$ cat src/rtl/autoscale_pkg.sv
// Shared helpers for the autoscale_mc block normaliser: shift-width
// derivation, shift clamping and the saturation rail values.
package autoscale_pkg;

    // Width of the shift_value field for a given sample width.
    function automatic int shift_w(input int din_width);
        return $clog2(din_width);
    endfunction

    // Clamp a signed raw shift into [lo, hi].
    function automatic int clamp_shift(input int raw, input int lo, input int hi);
        if (raw < lo) begin
            return lo;
        end
        if (raw > hi) begin
            return hi;
        end
        return raw;
    endfunction

    // Most positive two's-complement value of a w-bit sample (MAXPOS).
    function automatic logic [63:0] sat_maxpos(input int w);
        return (64'd1 << (w - 1)) - 64'd1;
    endfunction

    // Most negative two's-complement value of a w-bit sample (MAXNEG).
    function automatic logic [63:0] sat_maxneg(input int w);
        return 64'd1 << (w - 1);
    endfunction

endpackage

$ cat src/rtl/autoscale_mc_if.sv
// Streaming bus of autoscale_mc: input beats, output beats and the
// shift/end-of-frame side information travelling with each output beat.
interface autoscale_mc_if
    import autoscale_pkg::*;
#(
    parameter int DIN_WIDTH = 16,
    parameter int NCH       = 2
);
    localparam int SHIFT_W = shift_w(DIN_WIDTH);

    logic [NCH*DIN_WIDTH-1:0] din;
    logic                     din_valid;
    logic                     din_ready;
    logic [NCH*DIN_WIDTH-1:0] dout;
    logic                     dout_valid;
    logic                     dout_ready;
    logic [SHIFT_W-1:0]       shift_value;
    logic                     dout_eof;

    modport master (
        output din, din_valid, dout_ready,
        input  din_ready, dout, dout_valid, shift_value, dout_eof
    );

    modport slave (
        input  din, din_valid, dout_ready,
        output din_ready, dout, dout_valid, shift_value, dout_eof
    );

endinterface

$ cat src/rtl/msb_position_enc.sv
// Registered priority encoder: index of the highest set bit of m, plus a
// flag when m is all zeros. Forms the second pipeline stage of autoscale_mc.
module msb_position_enc #(
    parameter int M_W = 15,
    parameter int P_W = 4
) (
    input  logic           clk,
    input  logic           rst_n,
    input  logic           en,
    input  logic [M_W-1:0] m,
    output logic [P_W-1:0] p,
    output logic           zero
);

    logic [P_W-1:0] p_c;
    logic           zero_c;

    // Scan upward so the highest set bit wins.
    always_comb begin
        p_c    = '0;
        zero_c = ~|m;
        for (int i = 0; i < M_W; i++) begin
            if (m[i]) begin
                p_c = P_W'(i);
            end
        end
    end

    // Stage register, stalls with the rest of the pipeline.
    always_ff @(posedge clk or negedge rst_n) begin
        if (!rst_n) begin
            p    <= '0;
            zero <= 1'b0;
        end else if (en) begin
            p    <= p_c;
            zero <= zero_c;
        end
    end

endmodule

$ cat src/rtl/autoscale_mc.sv
// autoscale_mc: multi-channel signed block normaliser in front of the
// CORDIC vectoring core. Finds the common headroom of NCH samples, shifts
// all channels left by one clamped amount and reports that amount.
// Per-sample or per-frame shift selection, ready/valid backpressure.
// Optional build macro AUTOSCALE_SAT_EN: saturate channels that overflow
// the applied shift instead of wrapping.
module autoscale_mc
    import autoscale_pkg::*;
#(
    parameter int DIN_WIDTH = 16,
    parameter int NCH       = 2,
    parameter int MAX_SHIFT = 10,
    parameter int MIN_SHIFT = 0,
    parameter int GUARD     = 1,
    parameter int FRAME_LEN = 8
) (
    input  logic           clk,
    input  logic           rst_n,
    input  logic           frame_mode,
    autoscale_mc_if.slave  bus
);

    localparam int SHIFT_W = shift_w(DIN_WIDTH);
    localparam int CNT_W   = (FRAME_LEN > 1) ? $clog2(FRAME_LEN) : 1;
    localparam int DW      = NCH * DIN_WIDTH;

`ifdef AUTOSCALE_SAT_EN
    localparam logic signed [DIN_WIDTH-1:0] MAXPOS = DIN_WIDTH'(sat_maxpos(DIN_WIDTH));
    localparam logic signed [DIN_WIDTH-1:0] MAXNEG = DIN_WIDTH'(sat_maxneg(DIN_WIDTH));
`endif

    // Bits where the sample differs from its upper neighbour; the highest
    // one marks the end of the redundant sign run.
    function automatic logic [DIN_WIDTH-2:0] sign_change(input logic [DIN_WIDTH-1:0] x);
        return x[DIN_WIDTH-2:0] ^ x[DIN_WIDTH-1:1];
    endfunction

    // Left shift by s; with saturation built, an overflowing sample is
    // replaced by the rail matching its sign.
    function automatic logic signed [DIN_WIDTH-1:0] shift_ch(
        input logic signed [DIN_WIDTH-1:0] x,
        input logic        [SHIFT_W-1:0]   s
    );
        logic signed [DIN_WIDTH-1:0] y;
        y = x <<< s;
`ifdef AUTOSCALE_SAT_EN
        if ((y >>> s) != x) begin
            y = x[DIN_WIDTH-1] ? MAXNEG : MAXPOS;
        end
`endif
        return y;
    endfunction

    logic                 en;
    logic [DIN_WIDTH-2:0] m_c;
    logic [DW-1:0]        x_p1, x_p2, x_p3;
    logic [DIN_WIDTH-2:0] m_p1;
    logic                 vld_p1, vld_p2, vld_p3;
    logic [SHIFT_W-1:0]   p_p2;
    logic                 zero_p2;
    logic [SHIFT_W-1:0]   s_p3;
    logic                 eof_p3;
    int                   raw_c;
    logic [SHIFT_W-1:0]   s_calc, s_use;
    logic                 mode_eff, frm_last, eof_c;
    logic [CNT_W-1:0]     frm_cnt, cnt_nxt;
    logic                 frm_mode_q;
    logic [SHIFT_W-1:0]   frm_shift_q;
    logic [DW-1:0]        dout_c;

    assign en            = bus.dout_ready | ~bus.dout_valid;
    assign bus.din_ready = en;

    // ---- Stage 1: sign-change mask OR-ed over all channels ----
    // Common mask: its top bit bounds the headroom of every channel.
    always_comb begin
        m_c = '0;
        for (int k = 0; k < NCH; k++) begin
            m_c = m_c | sign_change(bus.din[k*DIN_WIDTH +: DIN_WIDTH]);
        end
    end

    // Stage 1 register.
    always_ff @(posedge clk or negedge rst_n) begin
        if (!rst_n) begin
            x_p1   <= '0;
            m_p1   <= '0;
            vld_p1 <= 1'b0;
        end else if (en) begin
            x_p1   <= bus.din;
            m_p1   <= m_c;
            vld_p1 <= bus.din_valid;
        end
    end

    // ---- Stage 2: position of the highest mask bit ----
    msb_position_enc #(
        .M_W (DIN_WIDTH - 1),
        .P_W (SHIFT_W)
    ) u_enc (
        .clk   (clk),
        .rst_n (rst_n),
        .en    (en),
        .m     (m_p1),
        .p     (p_p2),
        .zero  (zero_p2)
    );

    // Data and valid travelling alongside the encoder stage.
    always_ff @(posedge clk or negedge rst_n) begin
        if (!rst_n) begin
            x_p2   <= '0;
            vld_p2 <= 1'b0;
        end else if (en) begin
            x_p2   <= x_p1;
            vld_p2 <= vld_p1;
        end
    end

    // ---- Stage 3: shift computation and frame selection ----
    // Fresh clamped shift, plus reuse of the latched frame shift inside a frame.
    always_comb begin
        raw_c    = (DIN_WIDTH - 2) - int'(p_p2) - GUARD;
        s_calc   = zero_p2 ? SHIFT_W'(MAX_SHIFT)
                           : SHIFT_W'(clamp_shift(raw_c, MIN_SHIFT, MAX_SHIFT));
        mode_eff = (frm_cnt == '0) ? frame_mode : frm_mode_q;
        frm_last = (frm_cnt == CNT_W'(FRAME_LEN - 1));
        s_use    = (mode_eff && (frm_cnt != '0)) ? frm_shift_q : s_calc;
        eof_c    = ~mode_eff | frm_last;
        cnt_nxt  = eof_c ? '0 : frm_cnt + 1'b1;
    end

    // Frame counter and frame-start latches; mode changes only land at count 0.
    always_ff @(posedge clk or negedge rst_n) begin
        if (!rst_n) begin
            frm_cnt     <= '0;
            frm_mode_q  <= 1'b0;
            frm_shift_q <= '0;
        end else if (en && vld_p2) begin
            frm_cnt <= cnt_nxt;
            if (frm_cnt == '0) begin
                frm_mode_q  <= frame_mode;
                frm_shift_q <= s_calc;
            end
        end
    end

    // Stage 3 register.
    always_ff @(posedge clk or negedge rst_n) begin
        if (!rst_n) begin
            x_p3   <= '0;
            s_p3   <= '0;
            eof_p3 <= 1'b0;
            vld_p3 <= 1'b0;
        end else if (en) begin
            x_p3   <= x_p2;
            s_p3   <= s_use;
            eof_p3 <= eof_c;
            vld_p3 <= vld_p2;
        end
    end

    // ---- Stage 4: apply the shift to every channel ----
    // Same shift for all channels; shift_value is exactly what was applied.
    always_comb begin
        dout_c = '0;
        for (int k = 0; k < NCH; k++) begin
            dout_c[k*DIN_WIDTH +: DIN_WIDTH] = shift_ch(x_p3[k*DIN_WIDTH +: DIN_WIDTH], s_p3);
        end
    end

    // Output register.
    always_ff @(posedge clk or negedge rst_n) begin
        if (!rst_n) begin
            bus.dout        <= '0;
            bus.shift_value <= '0;
            bus.dout_eof    <= 1'b0;
            bus.dout_valid  <= 1'b0;
        end else if (en) begin
            bus.dout        <= dout_c;
            bus.shift_value <= s_p3;
            bus.dout_eof    <= eof_p3;
            bus.dout_valid  <= vld_p3;
        end
    end

endmodule

$ cat src/flat_wrapper.sv
// flat-port wrapper written by rule: the top's interface ports become plain ports
module autoscale_mc_flat import autoscale_pkg::*;
#(
    parameter int DIN_WIDTH = 16,
    parameter int NCH       = 2,
    parameter int MAX_SHIFT = 10,
    parameter int MIN_SHIFT = 0,
    parameter int GUARD     = 1,
    parameter int FRAME_LEN = 8
)
  (clk, rst_n, frame_mode, bus_din, bus_din_valid, bus_dout_ready, bus_din_ready, bus_dout, bus_dout_valid, bus_shift_value, bus_dout_eof);
  autoscale_mc_if #(.DIN_WIDTH(DIN_WIDTH), .NCH(NCH)) bus_i ();
  input  logic clk;
  input  logic rst_n;
  input  logic frame_mode;
  input wire logic [$bits(bus_i.din)-1:0] bus_din;
  input wire logic [$bits(bus_i.din_valid)-1:0] bus_din_valid;
  input wire logic [$bits(bus_i.dout_ready)-1:0] bus_dout_ready;
  output wire logic [$bits(bus_i.din_ready)-1:0] bus_din_ready;
  output wire logic [$bits(bus_i.dout)-1:0] bus_dout;
  output wire logic [$bits(bus_i.dout_valid)-1:0] bus_dout_valid;
  output wire logic [$bits(bus_i.shift_value)-1:0] bus_shift_value;
  output wire logic [$bits(bus_i.dout_eof)-1:0] bus_dout_eof;
  assign bus_i.din = bus_din;
  assign bus_i.din_valid = bus_din_valid;
  assign bus_i.dout_ready = bus_dout_ready;
  assign bus_din_ready = bus_i.din_ready;
  assign bus_dout = bus_i.dout;
  assign bus_dout_valid = bus_i.dout_valid;
  assign bus_shift_value = bus_i.shift_value;
  assign bus_dout_eof = bus_i.dout_eof;
  autoscale_mc #(.DIN_WIDTH(DIN_WIDTH), .NCH(NCH), .MAX_SHIFT(MAX_SHIFT), .MIN_SHIFT(MIN_SHIFT), .GUARD(GUARD), .FRAME_LEN(FRAME_LEN)) u_core (.clk(clk), .rst_n(rst_n), .frame_mode(frame_mode), .bus(bus_i));
endmodule
$ cat config.mk
export PLATFORM = sky130hd
export DESIGN_NAME = autoscale_mc_flat
export DESIGN_NICKNAME = d
export VERILOG_FILES = /design/src/rtl/autoscale_pkg.sv /design/src/rtl/autoscale_mc_if.sv /design/src/rtl/msb_position_enc.sv /design/src/rtl/autoscale_mc.sv /design/src/flat_wrapper.sv
export SDC_FILE = /design/constraint.sdc
export NUM_CORES = 1
export LEC_CHECK = 0
export CAP_MARGIN = 25
export CORE_ASPECT_RATIO = 0.75
export CORE_MARGIN = 8
export CORE_UTILIZATION = 52
export DETAILED_ROUTE_END_ITERATION = 10
export PLACE_DENSITY = 0.76
export SLEW_MARGIN = 15
export SYNTH_ARGS = -nofsm -noshare
export SYNTH_HDL_FRONTEND = slang
export SYNTH_SLANG_ARGS = --single-unit
$ cat constraint.sdc
create_clock -name clk -period 1.8 [get_ports clk]
set_input_delay 0.18 -clock clk [delete_from_list [all_inputs] [get_ports clk]]
set_output_delay 0.18 -clock clk [all_outputs]
set_load 0.02 [all_outputs]
==> results of run 1 <==
==> routing by layer <==
layer | vias to the layer above | wire (um) | track usage (%)
li1 | 3111 | - | -
met2 | 202 | 8710 | 29.6
met1 | 3205 | 9960 | 29.6
met3 | 28 | 1090 | 5.71
met5 | - | 0 | 0
met4 | 0 | 284 | 4.76
==> cells by family after synthesis <==
logic type | Yosys count
buffers and inverters | 64
adder cells (fa/ha/maj) | 7
AO/OA/AOI/OAI | 139
XOR/XNOR | 35
multiplexers | 47
AND/OR/NAND/NOR | 412
flip-flops | 170
==> power breakdown <==
part	switching, uW	total, uW	internal (uW)
clock network	1610	3860	2260
registers	1190	6540	5360
logic	5120	9470	4340
total	7920	19900	12000
==> state kept, by name, indices dropped and copies added, names as in the netlist, 3 cells and up <==
name,count
u_core.bus.shift_value,4
u_core.x_p2,32
u_core.u_enc.p,4
u_core.x_p1,32
u_core.frm_shift_q,4
u_core.s_p3,4
u_core.bus.dout,32
u_core.m_p1,15
u_core.x_p3,32
u_core.frm_cnt,3
==> through the flow <==
stage / area (um^2) / setup TNS, ns
floorplan: 8060 / 0
global placement: 9280 / -0.0886
detailed placement: 9280 / -0.176
CTS: 9960 / 0
global route: 10300 / -0.802
finish: 10300 / -0.179
==> layout make-up <==
cell class              count  area [um^2]  area share, %
clock buffers              18          439           4.28
clock inverters            14          183           1.78
inverters                   9         41.3          0.402
multi-input cells         640         3760           36.6
flip-flops and latches    170         4260           41.5
well taps                 205          256           2.50
repair buffers            132         1330           12.9
==> placed cells by master (no fill, tap or decap), types with 7 or more instances in the layout <==
cell	count
nand2_1	337
dfrtp_1	167
clkdlybuf4s50_1	73
buf_4	44
nor2_1	30
xnor2_1	26
mux2i_1	24
o21ai_0	21
clkbuf_16	19
a31oi_1	16
a21oi_1	14
a211oi_1	13
a22o_1	12
mux2i_2	10
a211oi_2	10
xor2_1	8
mux2_2	8
buf_12	8
a21oi_2	7
a22oi_1	7
o21ai_1	7
==> critical path: stages, from the launching register on <==
cell,delay [ns]
dfrtp_2,0.38
buf_12,0.14
clkbuf_16,0.17
nor2b_1,0.06
a211oi_1,0.29
a211oi_1,0.10
a211oi_1,0.37
a211oi_2,0.10
a21o_1,0.17
==> what timing repair did <==
| item | 4_1_cts | 5_1_grt |
|---|---|---|
| hold buffers | 1 | 0 |
| resized for setup | 8 | 52 |
| buffers inserted | 2 | 2 |
| setup endpoints to repair | 8 | 20 |
| endpoints found under the hold margin | 47 | 0 |
| pin swaps | 9 | 13 |
| gates cloned | 0 | 2 |
==> how the worst min path moves through the flow <==
stage / startpoint / end / slack (ns) / cells after the start
2_1_floorplan: rst_n / u_core.bus.dout[0] / -0.12 / 0
3_3_place_gp: rst_n / u_core.bus.dout_valid / 0.17 / 1
3_5_place_dp: rst_n / u_core.bus.dout_valid / 0.17 / 1
4_1_cts: rst_n / u_core.s_p3[0] / 0.29 / 2
5_1_grt: bus_din_valid / u_core.vld_p1 / 0.31 / 3
6_report: rst_n / u_core.frm_shift_q[2] / 0.28 / 2
==> reports/metrics.yaml, run 1 <==
drc: 0
firstDrtPassIters: 5
worstMarginPinSlew_ns: 0.504
rrSetupSlack_ns: -0.09
dp_hpwl_um: 13500
grt_max_degree: 112
ys_seq_area_share_pct: 53.0
numCtsBuffers: 17
synthXorXnorAreaFrac_pct: 3.82
pre_cts_ws_ns: -0.0764
stdcell_count: 1188
maxCapViolations: 0
pin_count: 76
track_usage_pct: 20.3
row_count: 39
fin_hold_ws_ns: 0.281
startpoint: "u_core.s_p3[1]"
crit_fanout: 12
wl_um: 20000
nNetsFinal: 1013
maxSlewHeadroom_pct: 66.4
synth.area.top_cells: "dfrtp_1 (53%), nand2_1 (16%), mux2i_1 (4.5%)"
clock_latency_ns: 0.43
die_y_um: 124
crit_arrival_ns: 2.21
die_w_um: 160
synth_top_family_by_area: "simple AND/OR/NAND/NOR gates"
viasPerCell: 5.51
max_freq_ghz: 0.528
initial_core_util_pct: 52.9
synth_area_um2: 8030
area_growth_pct: 27.8
p_total_uw: 19900
cts.sinks: 170
dieArea_um2: 19700
ctsHtreeMaxLevel: 4
worstSetupEndpointType: "flip-flop"
yosys.area_share.simple_pct: 20.6
final_core_util_pct: 67.6
status: "finished with violations"
drt_iter0_markers: 464
core_area_um2: 15200
rr_startpoint: "u_core.s_p3[1]"
violations: "negative setup slack"
gp_congestion: 0.880
fill_cells: 1182
ant_nets: 0
peakVddDrop_mv: 0.903
hold_viol_final: 0
dp.cells: 1149
critPathCapture: "u_core.bus.dout[29]"
period_share_pct: 105
p_per_area_nw_per_um2: 1940
synth-edff-count: 0
reg2reg_depth: 8
overflow: 0
hold_path.class: "in2async"
yosysMostFrequentCell: "nand2_1"
synth-seq-cells: 170
drive_above_1_share_pct: 16.5
required_ns: 2.12
ys_async_sr_fraction_pct: 100
syn-mean-instance-area_um2: 9.19
portBuffers: 75
syn_nets: 917
synth_mux_area_share_pct: 6.31
antenna_cells: 0
vias: 6546
worstReg2RegEnd: "u_core.bus.dout[29]"
min_period_ns: 1.89
leakage_uw: 0.00477
clockBufferDepth: 2
grt_pass1_wl_um: 32600
cts_root_buf: "clkbuf_16"
yosys.area.top_type: "dfrtp_1"
crit_type: "reg2reg"
fin_ws_ns: -0.0941
grt_setup_unrepaired: "yes"
yosysWarnings: 0
routedWlPerCell_um: 16.9
skew_ns: 0.00993
syn_inst: 874
finalMaxSlewViolations: 0
grt_pass1_vias: 6348
grt_antenna_before_repair: 0
ys_types: 59
yosysTopAreaCellShare_pct: 53.0
cts.clk_slew.worst_paths_ns: 0.07
yosys-top-cells-count: "nand2_1 (337), dfrtp_1 (170), mux2i_1 (36)"
synth-compound-area-share_pct: 11.6
tritoncts: "yes"
synth_fa_ha_area_share_pct: 1.06
setup_violations: 5
synthFlopType: "dfrtp_1"
start_kind: "flip-flop"
Note: power is estimated with default switching activity, not from simulation.
==> run 2, diff against run 1 <==
Settings changed: GPL_TIMING_DRIVEN from default to 0.
==> reports/metrics.yaml, run 2 (synthesis gave the netlist of run 1 again) <==
start_kind: "flip-flop"
required_ns: 2.15
final_cell_mix: "nand2_1 (337), dfrtp_1 (169), clkdlybuf4s50_1 (73), nor2_1 (29), xnor2_1 (26)"
grt_use_met3_pct: 6.08
drive_above_1_share_pct: 18.6
clockBufferDepth: 2
min_period_ns: 2.04
gp_congestion: 0.903
cts.clk_slew.worst_paths_ns: 0.06
track_usage_pct: 22.3
portBuffers: 75
p_total_uw: 20700
area_growth_pct: 30.6
die_w_um: 160
row_count: 39
drt_iter0_markers: 500
max_freq_ghz: 0.491
drc: 0
top_usage_layer: "met2"
skew_ns: 0.0107
overflow: 0
cts_root_buf: "clkbuf_16"
leakage_uw: 0.00479
worstSetupEndpointType: "flip-flop"
setup_violations: 13
routedWlPerCell_um: 18.6
met1_usage_pct: 30.3
wl_um: 22500
use_met2_pct: 34.0
crit_fanout: 3
seqCellArea_um2: 4260
crit_arrival_ns: 2.38
hold_viol_final: 0
cts.sinks: 170
finalMaxSlewViolations: 0
maxSlewHeadroom_pct: 54.2
fin_hold_ws_ns: 0.297
crit_type: "reg2reg"
multiInputGateArea_um2: 4000
nNetsFinal: 1034
grt_antenna_before_repair: 0
pre_cts_ws_ns: -1.07
p_per_area_nw_per_um2: 1970
grt_max_degree: 91
status: "finished with violations"
pin_count: 76
dp_hpwl_um: 15300
ctsHtreeMaxLevel: 4
antenna_cells: 0
firstDrtPassIters: 5
violations: "negative setup slack"
final_common_cell: "nand2_1"
viasPerCell: 5.60
grt_setup_unrepaired: "yes"
clock_latency_ns: 0.44
dieArea_um2: 19700
worstMarginPinSlew_ns: 0.681
hold_path.class: "in2reg"
grt_pass1_wl_um: 34700
numCtsBuffers: 17
fill_cells: 1128
die_y_um: 124
grt_pass1_vias: 6585
period_share_pct: 113
vias: 6767
core_area_um2: 15200
peakVddDrop_mv: 0.882
fin_ws_ns: -0.237
ant_nets: 0
maxCapViolations: 0
tritoncts: "yes"
initial_core_util_pct: 52.9
[run 2: cell count changes in the layout (fill, tap and decap cells not counted), sizes merged]
cell / previous run / this run
dlygate4sd2: 1 / 0
bufinv: 3 / 2
clkinvlp: 1 / 2
clkbuf: 20 / 52
clkinv: 4 / 2
inv: 15 / 14
buf: 55 / 47
[run 2: routing by layer]
metal | vias up | wire (um)
met1 | 3244 | 10100
met4 | 0 | 562
met2 | 319 | 9990
met5 | - | 0
li1 | 3147 | -
met3 | 57 | 1750
[run 2: worst paths after layout]
| check | start | end | slack, ns | cells past startpoint |
|---|---|---|---|---|
| max in group asynchronous | rst_n | u_core.x_p2[6] | 0.63 | 3 |
| worst min register to register | u_core.bus.dout_eof | u_core.bus.dout_eof | 0.47 | 2 |
| min in group asynchronous | rst_n | u_core.frm_cnt[1] | 0.36 | 2 |
| worst max-delay path | u_core.u_enc.p[0] | u_core.s_p3[0] | -0.24 | 10 |
| worst min-delay path | bus_din_valid | u_core.vld_p1 | 0.30 | 3 |
| worst max register to register | u_core.u_enc.p[0] | u_core.s_p3[0] | -0.24 | 10 |
[run 2: metrics by stage]
step / utilization (%) / area (um^2) / std cells / TNS, ns
floorplan: - / 8060 / 874 / 0
global placement: 59.8 / 9070 / 1154 / -1125.65
detailed placement: 60.0 / 9100 / 1155 / -77.25
global route: 69.1 / 10500 / 1208 / -2.44
finish: 69.1 / 10500 / 1208 / -1.41
CTS: 65.5 / 9950 / 1198 / -0.271
[run 2: power by group]
part / internal (uW) / switching [uW]
Sequential: 5350 / 1260
Clock: 2060 / 1570
Combinational: 4670 / 5750
Total: 12100 / 8580
[run 2: area by class of cell]
class                   count  share of cell area (%)
clock inverters            11                    1.30
inverters                   9                   0.394
flip-flops and latches    170                    40.6
well taps                 205                    2.45
repair buffers            100                    9.59
multi-input cells         640                    38.1
clock buffers              20                    4.16
plain buffers              53                    3.45
[run 2: what timing repair did]
item	4_1_cts	5_1_grt
cloned	0	2
hold buffers	1	0
setup buffers	11	11
gates resized for setup	54	98
endpoints found under the setup margin	166	39
pin swaps	7	31
endpoints found under the hold margin	89	0
[run 2: worst max-delay path, cell delays in order, from the launching register on]
cell and delay, ns:
dfrtp_1 0.40, buf_6 0.13, inv_4 0.04, ha_4 0.28, nor2_4 0.04, a32oi_2 0.22
xor2_2 0.14, a21oi_2 0.25, buf_4 0.16, nand4_1 0.11, a22oi_1 0.18
==> run 3, diff against run 2 <==
Settings changed: CORE_MARGIN 8 to default.
==> reports/metrics.yaml, run 3 (synthesis gave the netlist of run 1 again) <==
area_growth_pct: 28.5
period_share_pct: 110
crit_arrival_ns: 2.29
portBuffers: 75
fin_ws_ns: -0.188
clock_latency_ns: 0.43
cts.sinks: 170
start_kind: "flip-flop"
grt_pass1_vias: 6506
tritoncts: "yes"
max_freq_ghz: 0.503
wl_um: 21700
core_area_um2: 14800
overflow: 0
worstSetupEndpointType: "flip-flop"
final_common_cell: "nand2_1"
worstMarginPinSlew_ns: 0.653
dieArea_um2: 16000
dp_hpwl_um: 15000
finalMaxSlewViolations: 0
rr_startpoint: "u_core.u_enc.p[0]"
required_ns: 2.10
status: "finished with violations"
drive_above_1_share_pct: 17.7
gp_congestion: 0.912
initial_core_util_pct: 54.3
hold_path.class: "in2async"
grt_pass1_wl_um: 34900
maxCapViolations: 0
skew_ns: 0.0111
viasPerCell: 5.62
vias: 6721
numCtsBuffers: 17
cts.clk_slew.worst_paths_ns: 0.07
row_count: 38
nNetsFinal: 1026
violations: "negative setup slack"
firstDrtPassIters: 5
hold_viol_final: 0
crit_fanout: 4
cts_root_buf: "clkbuf_16"
drt_iter0_markers: 483
ctsHtreeMaxLevel: 4
antenna_cells: 0
p_total_uw: 20100
dp.cells: 1150
setup_violations: 9
final_cell_mix: "nand2_1 (337), dfrtp_1 (168), clkdlybuf4s50_1 (73), nor2_1 (27), xnor2_1 (26)"
min_period_ns: 1.99
clockBufferDepth: 2
design_area_um2: 10300
leakage_uw: 0.00473
grt_max_degree: 110
die_w_um: 146
grt_antenna_before_repair: 0
maxSlewHeadroom_pct: 56.1
die_y_um: 110
p_per_area_nw_per_um2: 1940
routedWlPerCell_um: 18.2
pin_count: 76
crit_type: "reg2reg"
peakVddDrop_mv: 0.937
ant_nets: 0
stdcell_count: 1195
startpoint: "u_core.u_enc.p[0]"
drc: 0
grt_setup_unrepaired: "yes"
track_usage_pct: 28.8
placed_area_um2: 9100
[run 3: changes by cell type in the layout (fill, tap and decap cells not counted), moves of 4 or more]
| cell | delta |
|---|---|
| a211oi_1 | +6 |
| a211oi_2 | -4 |
| buf_4 | -7 |
| mux2i_1 | -5 |
| mux2i_2 | +5 |
[run 3: timing repair]
item	in CTS	in global routing
gates resized for setup	67	79
endpoints found under the hold margin	61	0
endpoints found under the setup margin	163	47
cloned	1	0
pin swaps	15	14
hold buffers	1	0
setup buffers	8	6
[run 3: path summary, 6_finish.rpt]
| kind | end | slack [ns] | depth (start not counted) |
|---|---|---|---|
| setup / recovery | u_core.s_p3[1] | -0.19 | 9 |
| hold / removal | u_core.x_p1[13] | 0.28 | 2 |
| hold reg to reg | u_core.bus.dout_valid | 0.46 | 1 |
| min in group clk | u_core.vld_p1 | 0.31 | 3 |
| max in group asynchronous | u_core.x_p3[26] | 0.62 | 3 |
| setup reg to reg | u_core.s_p3[1] | -0.19 | 9 |
[run 3: routing by layer]
layer	up-vias	GRT usage (%)	part of all wire, %
li1	3132	-	-
met1	3280	40.5	47
met2	270	45.4	45
met3	39	5.48	6.0
met4	0	9.62	2.2
met5	-	0	0
[run 3: final cells by class]
cell class	instances	area (um^2)
fill	1156	4460
inverter	9	38.8
multi-input combinational	640	3900
buffer	53	369
tap	200	250
timing repair buffer	92	931
sequential	170	4260
clock inverter	12	140
clock buffer	19	433
[run 3: where the power goes]
| part | switching, uW | internal (uW) |
|---|---|---|
| clock | 1560 | 2060 |
| combinational | 5450 | 4360 |
| sequential | 1290 | 5350 |
| total | 8300 | 11800 |
[run 3: critical path: stages (launching register included)]
cell,delay (ns)
dfrtp_2,0.43
buf_6,0.14
inv_4,0.04
ha_4,0.28
nor2_4,0.04
a32oi_2,0.22
xor2_2,0.14
a21oi_2,0.23
a21oi_1,0.10
a211o_1,0.26
[run 3: stage by stage]
stage	util (%)	setup TNS, ns	hold WS [ns]	setup slack [ns]
detailed placement	61.5	-84.66	0.155	-1.05
finish	69.8	-0.800	0.285	-0.188
global placement	61.3	-1138.29	0.450	-6.87
CTS	67.6	-0.277	0.286	-0.0648
floorplan	-	0	-0.116	0.00245
global route	69.8	-1.52	0.324	-0.217
